### src/rtl/cv32e40x_xif_aes_unit.sv
// cv32e40x_xif_aes_unit: saes32 (encs/encsm/decs/decsm) coprocessor on the
// eXtension interface. Each result is computed when the instruction is issued.
// It then waits in an in-order queue until the core commits or kills it, and
// committed results drain through the result channel in issue order.
module cv32e40x_xif_aes_unit #(
  parameter int unsigned X_ID_WIDTH  = 4,
  parameter int unsigned X_DEPTH     = 2,
  parameter bit          SAES_DEC_EN = 1'b1,
  parameter bit          OUT_REG     = 1'b0
) (
  input  logic                  clk,
  input  logic                  rst,
  input  logic                  issue_valid,
  output logic                  issue_ready,
  input  logic [31:0]           issue_instr,
  input  logic [X_ID_WIDTH-1:0] issue_id,
  input  logic [31:0]           issue_rs0,
  input  logic [31:0]           issue_rs1,
  input  logic [1:0]            issue_rs_valid,
  output logic                  issue_accept,
  output logic                  issue_writeback,
  input  logic                  commit_valid,
  input  logic [X_ID_WIDTH-1:0] commit_id,
  input  logic                  commit_kill,
  output logic                  result_valid,
  input  logic                  result_ready,
  output logic [X_ID_WIDTH-1:0] result_id,
  output logic [31:0]           result_data,
  output logic [4:0]            result_rd,
  output logic                  result_we
);

  localparam int unsigned PW = (X_DEPTH > 1) ? $clog2(X_DEPTH) : 1;
  localparam int unsigned CW = $clog2(X_DEPTH) + 1;

  typedef struct packed {
    logic [X_ID_WIDTH-1:0] id;
    logic [4:0]            rd;
    logic [31:0]           data;
    logic                  cmt;
    logic                  kill;
  } ent_t;

  // ---------------------------------------------------------------------------
  // GF(2^8) helpers (mod x^8+x^4+x^3+x+1). The S-boxes are built from the field
  // inverse plus the affine map rather than from a 256-entry table.
  // ---------------------------------------------------------------------------
  function automatic logic [7:0] xt(input logic [7:0] a);
    return {a[6:0], 1'b0} ^ (a[7] ? 8'h1b : 8'h00);
  endfunction

  function automatic logic [7:0] gmul(input logic [7:0] a, input logic [7:0] b);
    logic [7:0] p;
    logic [7:0] aa;
    p  = 8'h00;
    aa = a;
    for (int i = 0; i < 8; i++) begin
      if (b[i]) p = p ^ aa;
      aa = xt(aa);
    end
    return p;
  endfunction

  // a^254 == a^-1 for a != 0, and 0 maps to 0
  function automatic logic [7:0] ginv(input logic [7:0] a);
    logic [7:0] sq;
    logic [7:0] r;
    sq = gmul(a, a);
    r  = sq;
    for (int i = 0; i < 6; i++) begin
      sq = gmul(sq, sq);
      r  = gmul(r, sq);
    end
    return r;
  endfunction

  function automatic logic [7:0] rol8(input logic [7:0] b, input int unsigned n);
    logic [15:0] t;
    t = {b, b} << n;
    return t[15:8];
  endfunction

  function automatic logic [7:0] sbox(input logic [7:0] x);
    logic [7:0] v;
    v = ginv(x);
    return v ^ rol8(v, 1) ^ rol8(v, 2) ^ rol8(v, 3) ^ rol8(v, 4) ^ 8'h63;
  endfunction

  function automatic logic [7:0] isbox(input logic [7:0] s);
    return ginv(rol8(s, 1) ^ rol8(s, 3) ^ rol8(s, 6) ^ 8'h05);
  endfunction

  function automatic logic [PW-1:0] ptr_inc(input logic [PW-1:0] p);
    return (p == PW'(X_DEPTH - 1)) ? '0 : p + 1'b1;
  endfunction

  // ---------------------------------------------------------------------------
  // State
  // ---------------------------------------------------------------------------
  ent_t               ent_q [X_DEPTH];
  ent_t               ent_d [X_DEPTH];
  logic [X_DEPTH-1:0] vld_q, vld_d;
  logic [PW-1:0]      rptr_q, rptr_d, wptr_q, wptr_d;
  logic [CW-1:0]      cnt_q, cnt_d;

  logic        is_aes, is_dec_op, is_mix, full, push, pop, load;
  logic [4:0]  f5;
  logic [1:0]  bs;
  logic [7:0]  xb, sb;
  logic [31:0] col, res;
  logic [63:0] dw;
  ent_t        head, out_ent;
  logic        head_vld, head_rdy, out_vld;

  logic unused_bits;
  assign unused_bits = ^{issue_instr[24:15], out_ent.cmt, out_ent.kill};

  // Decode and handshake: non-AES instructions are always acknowledged and declined
  always_comb begin
    f5        = issue_instr[29:25];
    is_dec_op = f5[2];
    is_mix    = f5[1];
    is_aes    = 1'b0;
    if (issue_instr[6:0] == 7'b0110011 && issue_instr[14:12] == 3'b000) begin
      if (f5 == 5'b10001 || f5 == 5'b10011)
        is_aes = 1'b1;
      else if (SAES_DEC_EN && (f5 == 5'b10101 || f5 == 5'b10111))
        is_aes = 1'b1;
    end
    full            = (cnt_q == CW'(X_DEPTH));
    // a pop in the same cycle never frees a slot for the incoming instruction
    issue_ready     = is_aes ? (!full && issue_rs_valid == 2'b11) : 1'b1;
    push            = issue_valid && issue_ready && is_aes;
    issue_accept    = push;
    issue_writeback = push;
  end

  // saes32 datapath: pick byte bs of rs2, substitute, optionally mix, rotate, xor key
  always_comb begin
    bs = issue_instr[31:30];
    xb = issue_rs1[{bs, 3'b000} +: 8];
    sb = is_dec_op ? isbox(xb) : sbox(xb);
    if (!is_mix)
      col = {24'b0, sb};
    else if (!is_dec_op)
      col = {gmul(sb, 8'h03), sb, sb, gmul(sb, 8'h02)};
    else
      col = {gmul(sb, 8'h0b), gmul(sb, 8'h0d), gmul(sb, 8'h09), gmul(sb, 8'h0e)};
    dw  = {col, col} << {bs, 3'b000};
    res = issue_rs0 ^ dw[63:32];
  end

  assign head     = ent_q[rptr_q];
  assign head_vld = vld_q[rptr_q];
  assign head_rdy = head_vld && head.cmt && !head.kill;

  if (OUT_REG) begin : g_oreg
    ent_t oreg_q, oreg_d;
    logic ovld_q, ovld_d;

    // Output stage refills in the same cycle its content is handed off
    always_comb begin
      load   = head_rdy && (!ovld_q || result_ready);
      ovld_d = load || (ovld_q && !result_ready);
      oreg_d = load ? head : oreg_q;
    end

    // Output stage register
    always_ff @(posedge clk) begin
      if (rst) begin
        ovld_q <= 1'b0;
        oreg_q <= '0;
      end else begin
        ovld_q <= ovld_d;
        oreg_q <= oreg_d;
      end
    end

    assign out_vld = ovld_q;
    assign out_ent = oreg_q;
  end else begin : g_direct
    assign load    = head_rdy && result_ready;
    assign out_vld = head_rdy;
    assign out_ent = head;
  end

  // Killed heads retire silently; committed heads retire when handed off
  assign pop = head_vld && (head.kill || load);

  // Queue update: commit/kill marking, push at write pointer, pop at read pointer
  always_comb begin
    ent_d  = ent_q;
    vld_d  = vld_q;
    rptr_d = rptr_q;
    wptr_d = wptr_q;
    for (int i = 0; i < X_DEPTH; i++) begin
      if (commit_valid && vld_q[i] && ent_q[i].id == commit_id) begin
        if (commit_kill) ent_d[i].kill = 1'b1;
        else             ent_d[i].cmt  = 1'b1;
      end
    end
    if (pop) begin
      vld_d[rptr_q] = 1'b0;
      rptr_d        = ptr_inc(rptr_q);
    end
    if (push) begin
      // a commit naming the instruction issued this cycle lands on the new entry
      ent_d[wptr_q].id   = issue_id;
      ent_d[wptr_q].rd   = issue_instr[11:7];
      ent_d[wptr_q].data = res;
      ent_d[wptr_q].cmt  = commit_valid && !commit_kill && commit_id == issue_id;
      ent_d[wptr_q].kill = commit_valid &&  commit_kill && commit_id == issue_id;
      vld_d[wptr_q]      = 1'b1;
      wptr_d             = ptr_inc(wptr_q);
    end
    cnt_d = cnt_q + CW'(push) - CW'(pop);
  end

  // Queue control state; reset empties the queue and drops every entry
  always_ff @(posedge clk) begin
    if (rst) begin
      vld_q  <= '0;
      rptr_q <= '0;
      wptr_q <= '0;
      cnt_q  <= '0;
    end else begin
      vld_q  <= vld_d;
      rptr_q <= rptr_d;
      wptr_q <= wptr_d;
      cnt_q  <= cnt_d;
    end
  end

  // Entry payload storage; only meaningful where the matching valid bit is set
  always_ff @(posedge clk) begin
    ent_q <= ent_d;
  end

  assign result_valid = out_vld;
  assign result_we    = out_vld;
  assign result_id    = out_vld ? out_ent.id   : '0;
  assign result_rd    = out_vld ? out_ent.rd   : '0;
  assign result_data  = out_vld ? out_ent.data : '0;

endmodule
### config.mk
export PLATFORM = sky130hd
export DESIGN_NAME = cv32e40x_xif_aes_unit
export DESIGN_NICKNAME = d
export VERILOG_FILES = /design/src/rtl/cv32e40x_xif_aes_unit.sv
export SDC_FILE = /design/constraint.sdc
export NUM_CORES = 2
export LEC_CHECK = 0
export CAP_MARGIN = 20
export CORE_MARGIN = 1.5
export CORE_UTILIZATION = 60
export DETAILED_ROUTE_END_ITERATION = 12
export GPL_ROUTABILITY_DRIVEN = 0
export PLACE_DENSITY = 0.79
export SYNTH_ARGS = -nofsm -noshare
export SYNTH_HDL_FRONTEND = slang
export SYNTH_SLANG_ARGS = --single-unit
### constraint.sdc
create_clock -name clk -period 21.9 [get_ports clk]
set_input_delay 2.19 -clock clk [delete_from_list [all_inputs] [get_ports clk]]
set_output_delay 2.19 -clock clk [all_outputs]
set_load 0.1 [all_outputs]
# Word level (Yosys, flattened, before mapping)
# Cells that the tools add are included.
dict set report word_totals {
  regBits 92
  inputBits 112
  output_inout_bits 46
  wordCells 874
}
dict set report classes {
  n_addsub 4
  n_lt_le_gt_ge 7
  eq_ne 10
  shifts 2
  muxes 436
  bitwise 375
  n_reduce_logical 26
}
# operator count
set ops {}
lappend ops {{$mux 8} 221}
lappend ops {{$xor 8x8->8} 196}
lappend ops {{$xor 8x5->8} 171}
lappend ops {{$mux 5} 172}
lappend ops {{$bwmux 86} 5}
lappend ops {{$demux 43 s1} 5}
lappend ops {{$mux 43} 4}
lappend ops {{$mux 32} 3}
lappend ops {{$shl 64x5->64} 1}
lappend ops {{$mux 45} 1}
lappend ops {{$mux 39} 1}
lappend ops {{$mux 34} 1}
lappend ops {{$shiftx 32x6->8} 1}
lappend ops {{$xor 32x32->32} 1}
lappend ops {{$eq 5x5->1 const B} 4}
lappend ops {{$logic_and 1x1->1} 19}
lappend ops {{$mux 1} 15}
lappend ops {{$eq 4x4->1} 3}
lappend ops {{$mux 2} 5}
lappend ops {{$eq 7x6->1 const B} 1}
lappend ops {{$eq 2x2->1 const B} 2}
lappend ops {{$ge 2x2->1 const B} 2}
lappend ops {{$lt 1x2->1 const B} 2}
lappend ops {{$mux 4} 1}
lappend ops {{other kinds (14)} 23}

# Longest topological paths before layout
dict set report logic_depth {
  word_depth 150
  ltp_mapped 76
  mapped_depth_nobuf 61
}

# Worst setup path before layout
# No wires, ideal clock.
dict set report synth_path {
  kind {input -> register}
  start {input port issue_instr[30]}
  end {register with a tool-made name}
  arrival_time_ps 19194
  t_required_ps 21633
  path_slack_ps 2440
  stages 73
  path_cell_list {buf_6 -> mux2i_1 -> mux2_4 -> inv_4 -> buf_4 -> buf_4 -> buf_4 -> ha_1 -> nand2_1 -> xnor2_2 -> inv_2 -> buf_1 -> ha_1 -> inv_1 -> nor2_1 -> xnor2_1 -> xnor2_1 -> inv_1 -> (+37 left out) -> nor4_1 -> nor3_1 -> xnor2_1 -> mux4_2 -> or2_2 -> and3_1 -> o21ai_0 -> xnor3_2 -> xnor3_2 -> xnor2_1 -> xnor3_1 -> mux2i_4 -> xor3_1 -> xnor3_1 -> a211oi_1 -> a21oi_1 -> mux2i_1 -> xor2_1}
}
# item line
set synth_lines {}
lappend synth_lines {{from (decl)} 15} ;# input logic [31:0] issue_instr,

==> run metrics <==
status finished clean; most used cell, CP xnor2_1; Netlist Area Pre-Place 35700 um^2; core region area 58900 um^2; Slew headroom 29.0%; Critical Path Source Type input port; async set or reset register ratio after synthesis 0%; DRT iter0 DRCs 3607; vias in the first global route 30400; Die ar. 61000 um^2; CTS Buffer Depth 2; Crit Path Class in -> reg; met1 Track Usage GR 43.4%; Top Usage Layer GRT met2; leading cell types in the layout, fill and taps excluded 771 x xnor2_1, 672 x nor2_1, 455 x nand2_1; Pre-antenna DRT Iters 9; Critical Path Fanout Max 31; met3 Track Usage GR 2.62%; Inserted Clock Buffers 9; Cell variety after synth 114; worst hold-check path type reg -> reg; layout cells sized above 1 9.26%; FP Rows 89; Sink Count 92; commonest non-fill, non-tap cell in the layout xnor2_1; DP HPWL 71100 um; Clock transition at path regs 0.07 ns; die height 247 um; sequential share of the synthesized area 7.46%; worst slack, placed 0.219 ns; largest net degree at the start of global routing 50; Top FF cell, synth edfxtp_1; fin crit share 95.2%; Fin Setup TNS 0 ns; Syn Nets 4664; critical path arrival 20.93 ns; final wirelength 97600 um; antenna violations before repair 1; Ports 158; Hold Slack 0.460 ns; Cells after Synth 4536; Synth top area share 19.6%; Crit path largest cell delay 0.80 ns; DR vias/cell 6.21; fin crit period 20.86 ns; Top Family by Delay on Critical Path XOR/XNOR gates; Worst Clk Skew 0.0113 ns; Routed Antenna Nets 0; first-pass GRT wire length 157000 um; Final setup viols 0; area leader, netlist xnor2_1; Least-Margin Pin Slew 1.06 ns; CTS H-tree lvls 3; routed via count 33300; Max Cap Violations 0; CP max-delay cell mux4_2; Final Hold Violating Endpoints 0; setup slack after layout 1.04 ns; Yosys warning count 0; Seq cells post-synth 92; Initial Utilization 60.6%; CTS Hold Bufs 0; CP required 21.97 ns; f_max 47.9 MHz; Tot GR Track Use 30.8%; Crit. End Element flip-flop; M2 GR Usage 50.5%; CTS Root Cell clkbuf_16; NumNets Final 4701; CTS tree yes; WL/cell 18.2 um; Worst Path Buf+Inv 8; Post-synth EDFFs 82; total grt overflow 0; Residual DRC 0; layout overhead on the synthesized area 8.50%; clk_lat worst skew 0.35 ns; DIE WIDTH 247 um; Synth area leaders xnor2_1 20%, xnor3_1 12%, nor2_1 7.1%, edfxtp_1 6.9%, xor2_1 6.7%; synthesized area per cell 7.87 um^2; Slew Viols, Final 0; port buffer count 147
-- Yosys cell counts, drive strengths merged (21+ instances only) --
| cell type | count |
|---|---|
| xor3 | 28 |
| edfxtp | 82 |
| buf | 117 |
| a211oi | 35 |
| nand3 | 100 |
| xnor2 | 848 |
| nand4 | 24 |
| o22ai | 51 |
| a22oi | 51 |
| o211ai | 39 |
| xor2 | 297 |
| nor3 | 115 |
| nor2b | 22 |
| mux2i | 200 |
| nor2 | 675 |
| a31oi | 52 |
| nand2 | 457 |
| and3 | 21 |
| a21oi | 232 |
| clkbuf | 181 |
| xnor3 | 209 |
| inv | 54 |
| mux2 | 29 |
| o21ai | 204 |
| nand2b | 32 |
-- routing by layer --
metal,part of all wire (%),up-vias
met5,0,-
met4,2.2,0
met3,7.3,212
met2,47,1481
met1,43,15700
li1,-,15900
-- area by class of cell --
class	count	area [um^2]
fillers	4980	20200
clock inverters	6	43.8
diodes	1	2.50
clock buffers	10	229
flip-flops and latches	92	2660
inverters	65	246
multi-input cells	4081	31800
repair buffers	324	2790
well taps	773	967
-- repair_timing --
item / CTS / global route
setup buffers: 0 / 5
endpoints found under the setup margin: 0 / 64
gates resized for setup: 0 / 20
-- stage by stage --
stage	cell area, um^2	cells	util [%]
floorplan	35700	4536	-
global placement	38300	5329	65.0
detailed placement	38300	5329	65.0
CTS	38600	5345	65.5
global route	38700	5352	65.8
finish	38700	5352	65.8
-- kinds of logic after synthesis --
logic type	share of synthesized area, %
and+or+nand+nor	18.9
xor gates and xnor gates	45.1
AOI/OAI and AO/OA	16.2
buffers and inverters	4.47
muxes	7.30
DFF	7.46
adders and majority gates	0.561
-- path summary, 6_finish.rpt --
| path | startpoint | end | slack, ns | depth (start not counted) |
|---|---|---|---|---|
| worst max-delay path | issue_rs1[22] | flip-flop | 1.04 | 60 |
| worst min-delay path | ent_q[1] | ent_q[1] | 0.46 | 2 |
| worst max register to register | rptr_q | cnt_q[1] | 18.96 | 12 |
| worst min register to register | ent_q[1] | ent_q[1] | 0.46 | 2 |
-- worst register-to-register path, cell delays in order (launching register included) --
cell and delay (ns):
dfxtp_2 0.32, buf_4 0.62, nor4bb_1 0.21, a21oi_4 0.18, buf_4 0.44, o21a_1 0.19
nor2_1 0.06, ha_1 0.27, inv_1 0.04, ha_1 0.17, xor2_1 0.15, xnor2_1 0.14
nor2_1 0.05
Power is not shown: default switching activity piles up to over one toggle a cycle in this logic, so the estimate is an artifact.
